--- src/rtl/pipe_stall_ctrl.sv ---
// Hazard/stall sequencer: RAW Tuse/Tnew stalls plus mult/div busy tracking.
// In: Clk, Reset (async low), D/E/M hazard info, E_MD_Start/Div; out: stall set, MD_Busy, Stall_Cnt.
module pipe_stall_ctrl #(
   parameter int MULT_CYCLES = 5,
   parameter int DIV_CYCLES  = 10
) (
   input  logic        Clk,
   input  logic        Reset,
   input  logic [4:0]  D_Rs,
   input  logic [4:0]  D_Rt,
   input  logic [1:0]  D_Tuse_Rs,
   input  logic [1:0]  D_Tuse_Rt,
   input  logic        D_Is_MD,
   input  logic [4:0]  E_Rd,
   input  logic [1:0]  E_Tnew,
   input  logic [4:0]  M_Rd,
   input  logic [1:0]  M_Tnew,
   input  logic        E_MD_Start,
   input  logic        E_MD_Div,
   output logic        Stall,
   output logic        FD_Hold,
   output logic        PC_En,
   output logic        DE_Clear,
   output logic        MD_Busy,
   output logic [31:0] Stall_Cnt
);

   typedef enum logic {S_IDLE, S_BUSY} state_t;

   localparam logic [3:0] MULT_CNT = 4'(MULT_CYCLES);
   localparam logic [3:0] DIV_CNT  = 4'(DIV_CYCLES);

   state_t      r_state;
   logic [3:0]  r_cnt;
   logic [31:0] r_stall_cnt;

   logic w_hz_rs;
   logic w_hz_rt;
   logic w_md_stall;
   logic w_stall;

   assign w_hz_rs = (D_Rs != 5'd0) &&
      (((E_Rd == D_Rs) && (E_Tnew > D_Tuse_Rs)) ||
       ((M_Rd == D_Rs) && (M_Tnew > D_Tuse_Rs)));

   assign w_hz_rt = (D_Rt != 5'd0) &&
      (((E_Rd == D_Rt) && (E_Tnew > D_Tuse_Rt)) ||
       ((M_Rd == D_Rt) && (M_Tnew > D_Tuse_Rt)));

   assign w_md_stall = D_Is_MD && (E_MD_Start || MD_Busy);

   // Gated by Reset so the pipeline runs freely while held in reset.
   assign w_stall = Reset && (w_hz_rs || w_hz_rt || w_md_stall);

   assign Stall     = w_stall;
   assign FD_Hold   = w_stall;
   assign PC_En     = ~w_stall;
   assign DE_Clear  = w_stall;
   assign MD_Busy   = (r_state == S_BUSY);
   assign Stall_Cnt = r_stall_cnt;

   // A start arriving while busy is dropped; a stalled pipe never issues one.
   always_ff @(posedge Clk or negedge Reset) begin
      if (!Reset) begin
         r_state <= S_IDLE;
         r_cnt   <= 4'd0;
      end else begin
         unique case (r_state)
            S_IDLE: begin
               if (E_MD_Start) begin
                  r_state <= S_BUSY;
                  r_cnt   <= E_MD_Div ? DIV_CNT : MULT_CNT;
               end
            end
            S_BUSY: begin
               if (r_cnt == 4'd1) begin
                  r_state <= S_IDLE;
                  r_cnt   <= 4'd0;
               end else begin
                  r_cnt <= r_cnt - 4'd1;
               end
            end
            default: begin
               r_state <= S_IDLE;
               r_cnt   <= 4'd0;
            end
         endcase
      end
   end

   always_ff @(posedge Clk or negedge Reset) begin
      if (!Reset) begin
         r_stall_cnt <= 32'd0;
      end else if (w_stall && (r_stall_cnt != 32'hFFFF_FFFF)) begin
         r_stall_cnt <= r_stall_cnt + 32'd1;
      end
   end

endmodule

--- config.mk ---
export PLATFORM = sky130hd
export DESIGN_NAME = pipe_stall_ctrl
export DESIGN_NICKNAME = d
export VERILOG_FILES = /design/src/rtl/pipe_stall_ctrl.sv
export SDC_FILE = /design/constraint.sdc
export NUM_CORES = 1
export LEC_CHECK = 0
export BUFFER_PORTS_ARGS = -buffer_cell sky130_fd_sc_hd__buf_2
export CAP_MARGIN = 15
export CORE_MARGIN = 4
export CORE_UTILIZATION = 40
export DETAILED_ROUTE_END_ITERATION = 16
export PLACE_DENSITY_LB_ADDON = 0.2
export RECOVER_POWER = 25
export SYNTH_ARGS = -nofsm -noshare
export SYNTH_HDL_FRONTEND = slang
export SYNTH_SLANG_ARGS = --single-unit
--- constraint.sdc ---
create_clock -name Clk -period 2.6 [get_ports Clk]
set_clock_uncertainty 0.2 [all_clocks]
set_input_delay 0.52 -clock Clk [delete_from_list [all_inputs] [get_ports Clk]]
set_output_delay 0.52 -clock Clk [all_outputs]
set_load 0.01 [all_outputs]
Word-level counts from Yosys, hierarchy flattened. Index checks and enable logic that the tools add are counted.

Add/sub/neg operators: 2. Multiply operators: 0. Div/mod/pow operators: 0. Order comparisons: 4. Eq/ne operators: 7. Shift operators: 0. Muxes and demuxes: 7. Bitwise operators: 2. Reductions and logical operators: 16.

Operators with widths (count): $add A32 B1 Y32 const B (1); $ne A32 B32 Y1 const B (1); $eq A5 B5 Y1 (4); $mux W4 (3); $reduce_bool A5 Y1 (2); $logic_and A1 B1 Y1 (9); $gt A2 B2 Y1 (4); $pmux W4 S2 (1); $logic_or A1 B1 Y1 (5); $eq A4 B1 Y1 const B (1); $sub A4 B1 Y4 const B (1); $mux W1 (2); $ne A2 B2 Y1 const B (1); $not A1 Y1 (2); $pmux W1 S2 (1).

Flip-flop bits (word level): 37. Latch bits: 0. RAM bits: 0. Bits in read-only memories: 0. Bits of input ports: 33. Output and inout port bits: 37. Memories kept: 0.

Logic depth before layout (Yosys ltp).
Depth in word-level cells: 8. Gate-level depth with buffers: 10. Gate-level depth less buffers: 9.

Least setup slack after synthesis. Ideal clock, no wire load.

Kind: input to register. Start: input D_Tuse_Rt[1]. End: register r_stall_cnt[27] (netlist: Stall_Cnt[27]). Setup time: 0.126 ns. Data arrival time: 2.405 ns. Path slack: -0.131 ns. Stages on the path: 10. Path through: inv_1 -> ha_1 -> nand2_1 -> nand4_1 -> nor4_1 -> o221ai_1 -> and2_1 -> buf_6 -> or4b_4 -> xnor2_2.

Word-level cells in the longest chain between the ends: 8. Elaborated cells between the ends (all ways): 10. Classes of those cells: order compare (2); reduce/logical (8).

Ends and longest elaborated chain: from (decl) (line 12) `input logic [1:0] D_Tuse_Rt,`; $gt A2 B2 Y1, on equally long branches (line 47, 48); $logic_and A1 B1 Y1, on equally long branches (line 47, 48); $logic_or A1 B1 Y1 * (line 47) `(((E_Rd == D_Rt) && (E_Tnew > D_Tuse_Rt)) ||`; $logic_and A1 B1 Y1 * (line 46) `assign w_hz_rt = (D_Rt != 5'd0) &&`; $logic_or A1 B1 Y1 * (2 in a row) (line 53) `assign w_stall = Reset && (w_hz_rs || w_hz_rt || w_md_stall);`; $logic_and A1 B1 Y1 * (line 53); $logic_and A1 B1 Y1 * (line 94) `end else if (w_stall && (r_stall_cnt != 32'hFFFF_FFFF)) begin`; to (signal assigned) (line 95) `r_stall_cnt <= r_stall_cnt + 32'd1;`; to (decl) (line 35) `logic [31:0] r_stall_cnt;`.

Mark *: on every way between the ends. The rest lies on a longest branch, timed or not. A chain may end at the register's enable or synchronous reset.

Worst setup path in the final report.
Start: input D_Tuse_Rs[1]. End: output DE_Clear.

Word-level cells in the longest chain between the ends: 7. Elaborated cells between the ends (all ways): 9. Classes of those cells: order compare (2); reduce/logical (7).

Ends and longest elaborated chain: from (decl) (line 11) `input logic [1:0] D_Tuse_Rs,`; $gt A2 B2 Y1, on equally long branches (line 43, 44); $logic_and A1 B1 Y1, on equally long branches (line 43, 44); $logic_or A1 B1 Y1 * (line 43) `(((E_Rd == D_Rs) && (E_Tnew > D_Tuse_Rs)) ||`; $logic_and A1 B1 Y1 * (line 42) `assign w_hz_rs = (D_Rs != 5'd0) &&`; $logic_or A1 B1 Y1 * (2 in a row) (line 53); $logic_and A1 B1 Y1 * (line 53); to (decl) (line 23) `output logic DE_Clear,`.

Marks and branches as above.

==> flow_metrics.env <==
export IMPL_cts_tree="done"
export IMPL_vdd_drop_max_mv=0.256
export IMPL_arrival_ns=1.81
export IMPL_grt_pass1_wl_microns=8760
export IMPL_status="finished clean"
export IMPL_nets=353
export IMPL_cts_buffer_depth=2
export IMPL_final_fill_count=528
export IMPL_gr_usage_met2_pct=25.6
export IMPL_critPathCaptureType="output port"
export IMPL_overflow=0
export IMPL_synth_top_area_cell="dfrtp_1"
export IMPL_max_slew_margin_pct=38.7
export IMPL_ios=70
export IMPL_synth_edff_count=0
export IMPL_drc=0
export IMPL_netlist_top_cells_count="xnor2_1, dfrtp_1, nand2_1"
export IMPL_maxCapViolations=0
export IMPL_drive_gt1_share_pct=38.4
export IMPL_route_detailed_vias_per_inst=5.05
export IMPL_yosysSeqAreaShare_pct=41.3
export IMPL_final_util_pct=55.6
export IMPL_routed_wl_microns=5250
export IMPL_min_period_over_period_pct=97.4
export IMPL_io_buffers=69
export IMPL_core_sq_mm=0.00547
export IMPL_grt_util_met1_pct=19.7
export IMPL_p_per_area_mw_per_mm2=544
export IMPL_row_count=27
export IMPL_cts_made_buffers=5
export IMPL_insertion_delay_ns=0.29
export IMPL_p_int_mw=1.10
export IMPL_start_kind="input pin"
export IMPL_synth_cell_area_sq_mm=0.00224
export IMPL_pwr_share_seq_pct=45.8
export IMPL_power_frac_comb_pct=31.1
export IMPL_leakagePower_nw=1.46
export IMPL_yosys_warnings=0
export IMPL_worstSetupStartpoint="D_Tuse_Rs[1]"
export IMPL_cp_required_ns=1.88
export IMPL_antenna_found_initial=0
export IMPL_drt_iter0_markers=88
export IMPL_power_switching_mw=0.555
export IMPL_cts_root_buf="clkbuf_8"
export IMPL_r2r_start="Stall_Cnt[9]$_DFFE_PN0P_"
export IMPL_cts_sinks=37
export IMPL_synthArstFlopShare_pct=100
export IMPL_hp_class="in2reg"
export IMPL_fin_crit_ns=2.53
export IMPL_synth_main_ff_cell="dfrtp_1"
export IMPL_p_sw_share_pct=33.5
export IMPL_setup_viol=0
export IMPL_num_antenna_cells=0
export IMPL_synth_seq_cells=37
export IMPL_die_x_microns=82.9
export IMPL_dpl_cell_count=372
export IMPL_critPathKind="in2out"
export IMPL_first_global_vias=1933
export IMPL_grt_use_met3_pct=3.77
export IMPL_area_growth_pct=35.7
export IMPL_path_clk_slew_ns=0.07
export IMPL_hold_viol=0
export IMPL_synth_top_area_share_pct=41.3
export IMPL_hold_start="E_MD_Div"
export IMPL_die_h_microns=82.9
export IMPL_dp_hpwl_microns=4090
export IMPL_synthDistinctLibCells=38
export IMPL_initial_core_util_pct=41.0
export IMPL_synth_most_common_cell="xnor2_1"
export IMPL_globalplace_congestion=0.915
export IMPL_hold_depth=2
export IMPL_grt_max_degree=38
export IMPL_maxSlewViolCount=0
export IMPL_routedWlPerCell_microns=13.7
export IMPL_clock_fmax_ghz=0.395
export IMPL_tightest_slew_ns=0.908
export IMPL_cp_max_fo=4
export IMPL_fin_cells=382
export IMPL_cts_hold_buf=0
export IMPL_h_tree_depth=2
export IMPL_synth_area_top_cells="dfrtp_1, xnor2_1, ha_1, nand3_1, and3_1"
export IMPL_drtPass1Iterations=4
export IMPL_synth_avg_cell_area_sq_um=9.84
export IMPL_die_area_sq_mm=0.00687
export IMPL_gr_max_usage_layer="met2"
export IMPL_r2r_cells=7
export IMPL_syn_num_nets=272
export IMPL_track_usage_pct=15.4
export IMPL_syn_inst=228
export IMPL_clock_power_share_pct=23.2
export IMPL_antenna_left=0
export IMPL_vias=1928
==> registers in the layout (all words and copies together), names as in the netlist <==
register	cells
Stall_Cnt	32
r_cnt	4
MD_Busy	1
==> what timing repair did <==
item / CTS / global route
buffers inserted: 2 / 0
cloned: 0 / 0
gates resized for setup: 14 / 30
setup endpoints to repair: 4 / 6
pin swaps: 6 / 15
==> through the flow <==
stage	worst slack, ns	hold slack [ns]	TNS [ns]	total power [mW]	cell area, sq um
after global placement	-0.196	0.268	-1.35	1.22	2740
after detailed placement	-0.234	0.282	-1.73	1.24	2740
after global routing	-0.0120	0.266	-0.0341	1.78	3040
after CTS	-0.0300	0.205	-0.0985	1.64	2900
after floorplan	-0.0145	0.0244	-0.0335	1.04	2250
final	0.0666	0.258	0	1.66	3040
==> cell type report <==
class                      count  area [sq um]  share of cell area, %
clock buffer                   6          72.6                   2.38
clock inverter                 2          10.0                  0.329
inverter                      10          55.1                   1.81
multi-input combinational    172          1370                   45.0
sequential                    37           926                   30.4
tap                           72          90.1                   2.96
timing repair buffer          83           519                   17.1
==> cells in the final DEF (no fill, tap or decap), types with 3 or more instances in the layout <==
cell type,count
buf_6,9
mux2_2,3
nor3_1,7
inv_1,5
nand3_1,17
inv_4,3
buf_4,13
nand4_1,10
a21oi_1,4
buf_2,59
nand2_2,3
dfrtp_1,37
clkbuf_8,5
and4_1,3
xnor2_1,39
xor2_1,9
and3_1,13
o21ai_0,5
nor2_1,4
nand2_1,18
ha_1,4
ha_4,7
==> kinds of logic (layout without fill, tap and decap cells) <==
logic type               after synthesis  count (layout)  share of synthesized area (%)
flip-flops                            37              37                           41.3
adder cells (fa/ha/maj)               11              11                           6.13
buffers and inverters                 19             101                           4.02
AND/OR/NAND/NOR                       89              89                           21.7
AO/OA/AOI/OAI                         19              19                           5.47
multiplexers                           4               4                           1.95
XOR/XNOR                              49              49                           19.5
==> path summary, 6_finish.rpt <==
check	slack, ns	endpoint
worst max-delay path	0.07	DE_Clear
worst min-delay path	0.26	r_cnt[2]$_DFFE_PN0N_
worst max register to register	0.26	Stall_Cnt[1]$_DFFE_PN0P_
worst min register to register	0.29	Stall_Cnt[13]$_DFFE_PN0P_
max in group asynchronous	1.28	Stall_Cnt[25]$_DFFE_PN0P_
min in group asynchronous	0.36	Stall_Cnt[11]$_DFFE_PN0P_
==> worst max-delay path: stages <==
cell and delay [ns]:
buf_6 0.10, inv_6 0.05, ha_4 0.19, nor2b_4 0.12, o211ai_1 0.19, o22ai_2 0.12
a31oi_2 0.16, and2_4 0.20, inv_4 0.05, buf_6 0.11
==> power by group through the flow <==
| stage | logic [mW] | clock network (mW) | registers, mW |
|---|---|---|---|
| after floorplan | 0.277 | 0 | 0.762 |
| after global placement | 0.454 | 0 | 0.765 |
| after detailed placement | 0.470 | 0 | 0.767 |
| after CTS | 0.493 | 0.393 | 0.758 |
| after global routing | 0.583 | 0.426 | 0.774 |
| final | 0.515 | 0.384 | 0.758 |
==> per-layer routing <==
metal | vias up | routed length, microns
met2 | 53 | 2530
met3 | 6 | 283
met4 | 0 | 72
met1 | 913 | 2360
met5 | - | 0
li1 | 956 | -
Power figures use the tool's default switching activity.
